--- src/rtl/ex_mem_reg.sv ---
// EX/MEM pipeline register: write-back, HI/LO and MADD/MSUB partial state.
// Optional load/store fields are enabled with the EXMEM_LSU_EN macro.
module ex_mem_reg #(
  parameter int unsigned DATA_W = 32,
  parameter int unsigned ADDR_W = 5,
  parameter int unsigned CNT_W  = 2
) (
  input  logic                  clk,
  input  logic                  rst,
  input  logic                  stall_ex,
  input  logic                  stall_mem,
  input  logic                  flush,
  input  logic                  ex_we,
  input  logic [ADDR_W-1:0]     ex_w_addr,
  input  logic [DATA_W-1:0]     ex_w_data,
  input  logic                  ex_whilo,
  input  logic [DATA_W-1:0]     ex_hi,
  input  logic [DATA_W-1:0]     ex_lo,
  input  logic [2*DATA_W-1:0]   ex_hilo_temp,
  input  logic [CNT_W-1:0]      ex_cnt,
`ifdef EXMEM_LSU_EN
  input  logic [7:0]            ex_aluop,
  input  logic [DATA_W-1:0]     ex_mem_addr,
  input  logic [DATA_W-1:0]     ex_store_data,
  output logic [7:0]            mem_aluop,
  output logic [DATA_W-1:0]     mem_mem_addr,
  output logic [DATA_W-1:0]     mem_store_data,
`endif
  output logic                  mem_we,
  output logic [ADDR_W-1:0]     mem_w_addr,
  output logic [DATA_W-1:0]     mem_w_data,
  output logic                  mem_whilo,
  output logic [DATA_W-1:0]     mem_hi,
  output logic [DATA_W-1:0]     mem_lo,
  output logic                  mem_valid,
  output logic [2*DATA_W-1:0]   hilo_temp_o,
  output logic [CNT_W-1:0]      cnt_o
);

  localparam int unsigned HILO_W = 2 * DATA_W;

  logic                w_advance;
  logic                w_bubble;

  logic                r_we;
  logic [ADDR_W-1:0]   r_w_addr;
  logic [DATA_W-1:0]   r_w_data;
  logic                r_whilo;
  logic [DATA_W-1:0]   r_hi;
  logic [DATA_W-1:0]   r_lo;
  logic                r_valid;
  logic [HILO_W-1:0]   r_hilo_temp;
  logic [CNT_W-1:0]    r_cnt;

  // stall_ex=0 with stall_mem=1 never advances: it falls through to hold
  assign w_advance = !stall_ex && !stall_mem;
  assign w_bubble  =  stall_ex && !stall_mem;

  always_ff @(posedge clk) begin
    if (rst || flush) begin
      r_we        <= 1'b0;
      r_w_addr    <= '0;
      r_w_data    <= '0;
      r_whilo     <= 1'b0;
      r_hi        <= '0;
      r_lo        <= '0;
      r_valid     <= 1'b0;
      r_hilo_temp <= '0;
      r_cnt       <= '0;
    end else if (w_bubble) begin
      // NOP downstream; execute's partial MADD/MSUB state loops back
      r_we        <= 1'b0;
      r_w_addr    <= '0;
      r_w_data    <= '0;
      r_whilo     <= 1'b0;
      r_hi        <= '0;
      r_lo        <= '0;
      r_valid     <= 1'b0;
      r_hilo_temp <= ex_hilo_temp;
      r_cnt       <= ex_cnt;
    end else if (w_advance) begin
      r_we        <= ex_we;
      r_w_addr    <= ex_w_addr;
      r_w_data    <= ex_w_data;
      r_whilo     <= ex_whilo;
      r_hi        <= ex_hi;
      r_lo        <= ex_lo;
      r_valid     <= 1'b1;
      r_hilo_temp <= '0;
      r_cnt       <= '0;
    end
  end

`ifdef EXMEM_LSU_EN
  logic [7:0]          r_aluop;
  logic [DATA_W-1:0]   r_mem_addr;
  logic [DATA_W-1:0]   r_store_data;

  always_ff @(posedge clk) begin
    if (rst || flush || w_bubble) begin
      r_aluop      <= '0;
      r_mem_addr   <= '0;
      r_store_data <= '0;
    end else if (w_advance) begin
      r_aluop      <= ex_aluop;
      r_mem_addr   <= ex_mem_addr;
      r_store_data <= ex_store_data;
    end
  end

  assign mem_aluop      = r_aluop;
  assign mem_mem_addr   = r_mem_addr;
  assign mem_store_data = r_store_data;
`endif

  assign mem_we      = r_we;
  assign mem_w_addr  = r_w_addr;
  assign mem_w_data  = r_w_data;
  assign mem_whilo   = r_whilo;
  assign mem_hi      = r_hi;
  assign mem_lo      = r_lo;
  assign mem_valid   = r_valid;
  assign hilo_temp_o = r_hilo_temp;
  assign cnt_o       = r_cnt;

  // The stall controller must never stall memory while execute advances
  a_no_mem_only_stall: assert property (@(posedge clk) disable iff (rst)
    !(!stall_ex && stall_mem));

endmodule

--- config.mk ---
export PLATFORM = sky130hd
export DESIGN_NAME = ex_mem_reg
export DESIGN_NICKNAME = d
export VERILOG_FILES = /design/src/rtl/ex_mem_reg.sv
export SDC_FILE = /design/constraint.sdc
export NUM_CORES = 1
export LEC_CHECK = 0
export BUFFER_PORTS_ARGS = -buffer_cell sky130_fd_sc_hd__buf_2
export CAP_MARGIN = 20
export CELL_PAD_IN_SITES_DETAIL_PLACEMENT = 0
export CELL_PAD_IN_SITES_GLOBAL_PLACEMENT = 2
export CORE_MARGIN = 2
export CORE_UTILIZATION = 27
export DETAILED_ROUTE_END_ITERATION = 6
export PLACE_DENSITY_LB_ADDON = 0.1
export SLEW_MARGIN = 20
export SYNTH_ARGS = -nofsm -noshare
export SYNTH_HDL_FRONTEND = slang
export SYNTH_SLANG_ARGS = --single-unit
--- constraint.sdc ---
create_clock -name clk -period 1.9 [get_ports clk]
set_input_delay 0.285 -clock clk [delete_from_list [all_inputs] [get_ports clk]]
set_output_delay 0.285 -clock clk [all_outputs]
set_load 0.03 [all_outputs]
==> flow_metrics.tcl <==
set metrics [dict create \
    first_iter_violations 378 \
    finalHoldWorstSlack_ns 0.1248 \
    synth_area_um2 6715 \
    dr_total_vias 6244 \
    track_usage_pct 16.10 \
    fin_nets 1238 \
    ys_types 10 \
    hold_depth 3 \
    tightest_slew_ns 0.5472 \
    final_antenna_net_count 0 \
    wl_per_cell_um 15.66 \
    antenna_found_initial 6 \
    cp_cell_sequence "buf_2" \
    clk_latency_ns 0.42 \
    place.gp.congestion 0.7343 \
    clkPwrFrac_pct 43.5 \
    drc 0 \
    sequentialPowerShare_pct 45.8 \
    leakagePower_nw 4.023 \
    yosysTopAreaCell "dfxtp_1" \
    cts_hold_buf 0 \
    reg2reg_from "cnt_o[1]" \
    intPower_mw 5.944 \
    routed_via_density 4.457 \
    timing.final.crit_share_pct 69.81 \
    cap_viol_max_count 0 \
    grt_max_degree 93 \
    min_to "hilo_temp_o[10]" \
    r2r_setup_slack_ns 1.27 \
    critPathMaxFanout 2 \
    dieArea_um2 26150 \
    slowest_delay_ns 0.40 \
    layout_commonest_cell "buf_2" \
    status "completed" \
    synthCells 756 \
    cp_num_buf_inv 1 \
    cts_tree "done" \
    start_util_pct 27.53 \
    finalPower_mw 8.010 \
    overflow 0 \
    clk_pin_slew_ns 0.07 \
    critical_path_required_ns 1.62 \
    slew_headroom_pct 63.52 \
    cp-end-kind "output port" \
    cts.sinks 170 \
    hold_viol 0 \
    final_cell_mix "341 x buf_2, 170 x nand2_1, 170 x a21oi_1, 170 x dfxtp_1, 103 x or3b_1" \
    port_buffers 343 \
    setup_viol 0 \
    grt_pass1_vias 5706 \
    die_h_um 161.7 \
    cts_setup_buffers 0 \
    grt_pass1_wl_um 32840 \
    syn_area_per_cell_um2 8.883 \
    max-vdd-ir-drop_v 0.0005586 \
    worstSetupPathType "reg -> out" \
    cts_inserted_buffers 17 \
    cts_resized 0 \
    final_max_slew_viol_count 0 \
    period_needed_ns 1.326 \
    fp.coreArea_um2 24390 \
    p_comb_share_pct 10.7 \
    min_path_type "in -> reg" \
    sw_frac_of_total_pct 25.79 \
    cp_data_arrival_time_ns 1.04 \
    root_buffer "clkbuf_16" \
    final_util_pct 38.22 \
    rsz0062_at_grt "no" \
    drive_above_1_share_pct 36.62 \
    crit_slowest_cell "dfxtp_1" \
    io_pins 344 \
    firstDrtPassIters 5 \
    powerDensity_nw_per_um2 859.3 \
    synth_warnings 0 \
    synthTopCellsByArea "dfxtp_1 51%, or3b_1 13%, a21oi_1 13%, nand2_1 9.5%, nand3b_1 7.4%" \
    hpwl_um 15090 \
    switchingPower_mw 2.066 \
    clockBufferDepth 2 \
    row_count 57 \
    yosysSeqAreaShare_pct 50.68 \
    r2r_end "cnt_o[1]" \
    die_w_um 161.7 \
    finalSetupTns_ns 0 \
    crit_family "flip-flops" \
    reg2reg_depth 2 \
    synthesis.nets 930 \
    htree_levels 4 \
    areaGrowthSynthToFinish_pct 38.81 \
    worstSetupStartpointType "register" \
    max_freq_ghz 0.7539 \
    yosysTopAreaCellShare_pct 50.68 \
    fin_skew_ns 0 \
    ys_seq_elements 170 \
    holdCritStartpoint "ex_hilo_temp[10]" \
    wl_um 21940 \
]
kinds of logic after synthesis:
family                 after synthesis  synth area share (%)
and+or+nand+nor                    341                 30.50
DFF                                170                 50.68
AOI/OAI and AO/OA                  170                 12.67
buffers and inverters               75                 6.149
synth_stat cells, drive strengths merged:
cell,instances
a21oi,170
buf,47
clkbuf,28
dfxtp,170
nand2,170
nand3b,66
or2,2
or3b,103
power by group through the flow:
stage / Clock, mW / Sequential, mW / Combinational (mW)
4_1_cts: 3.63 / 3.67 / 0.874
2_1_floorplan: 0 / 3.89 / 0.369
3_5_place_dp: 0 / 3.75 / 0.872
5_1_grt: 3.80 / 3.68 / 0.938
3_3_place_gp: 0 / 3.75 / 0.878
6_report: 3.48 / 3.67 / 0.859
cell type report:
type,count,area (um2)
clock inverter,12,140.1
tap,324,405.4
clock buffer,19,432.9
antenna,1,2.502
fill,2626,15070
timing repair buffer,364,2036
sequential,170,3403
multi-input combinational,511,2902
registers in the layout, summed over array words and instances (netlist names):
register and count:
cnt_o 2, hilo_temp_o 64, mem_hi 32, mem_lo 32, mem_valid 1, mem_w_addr 5, mem_w_data 32, mem_we 1
mem_whilo 1
worst register-to-register path, delay by kind of cell (launching register included):
| family | cells | cell delay (ns) |
|---|---|---|
| flops | 1 | 0.40 |
| compound gates | 1 | 0.11 |
| simple gates | 1 | 0.07 |
worst max path at each step:
stage               from        endpoint  slack, ns  depth (start not counted)
6_report        cnt_o[1]        cnt_o[1]       0.57                          1
5_1_grt         cnt_o[1]        cnt_o[1]       0.55                          1
4_1_cts         cnt_o[1]        cnt_o[1]       0.55                          1
3_5_place_dp   stall_mem      mem_hi[23]       0.44                          4
3_3_place_gp   stall_mem  mem_w_data[25]       0.45                          4
2_1_floorplan   stall_ex  mem_w_data[19]       0.74                          5
stage by stage:
step / instances / setup slack (ns) / area, um2
after detailed placement: 1369 / 0.4432 / 8746
final: 1401 / 0.5736 / 9321
after floorplan: 756 / 0.7368 / 6715
after global routing: 1401 / 0.5484 / 9321
after CTS: 1400 / 0.5461 / 9319
after global placement: 1369 / 0.4521 / 8746
per-layer routing:
layer  part of all wire, %  GRT usage [%]
met1                    43          20.03
met2                    46          25.62
met3                   8.8          6.818
met4                   1.2          4.505
met5                  0.30              0
(Power assumes the default switching activity.)
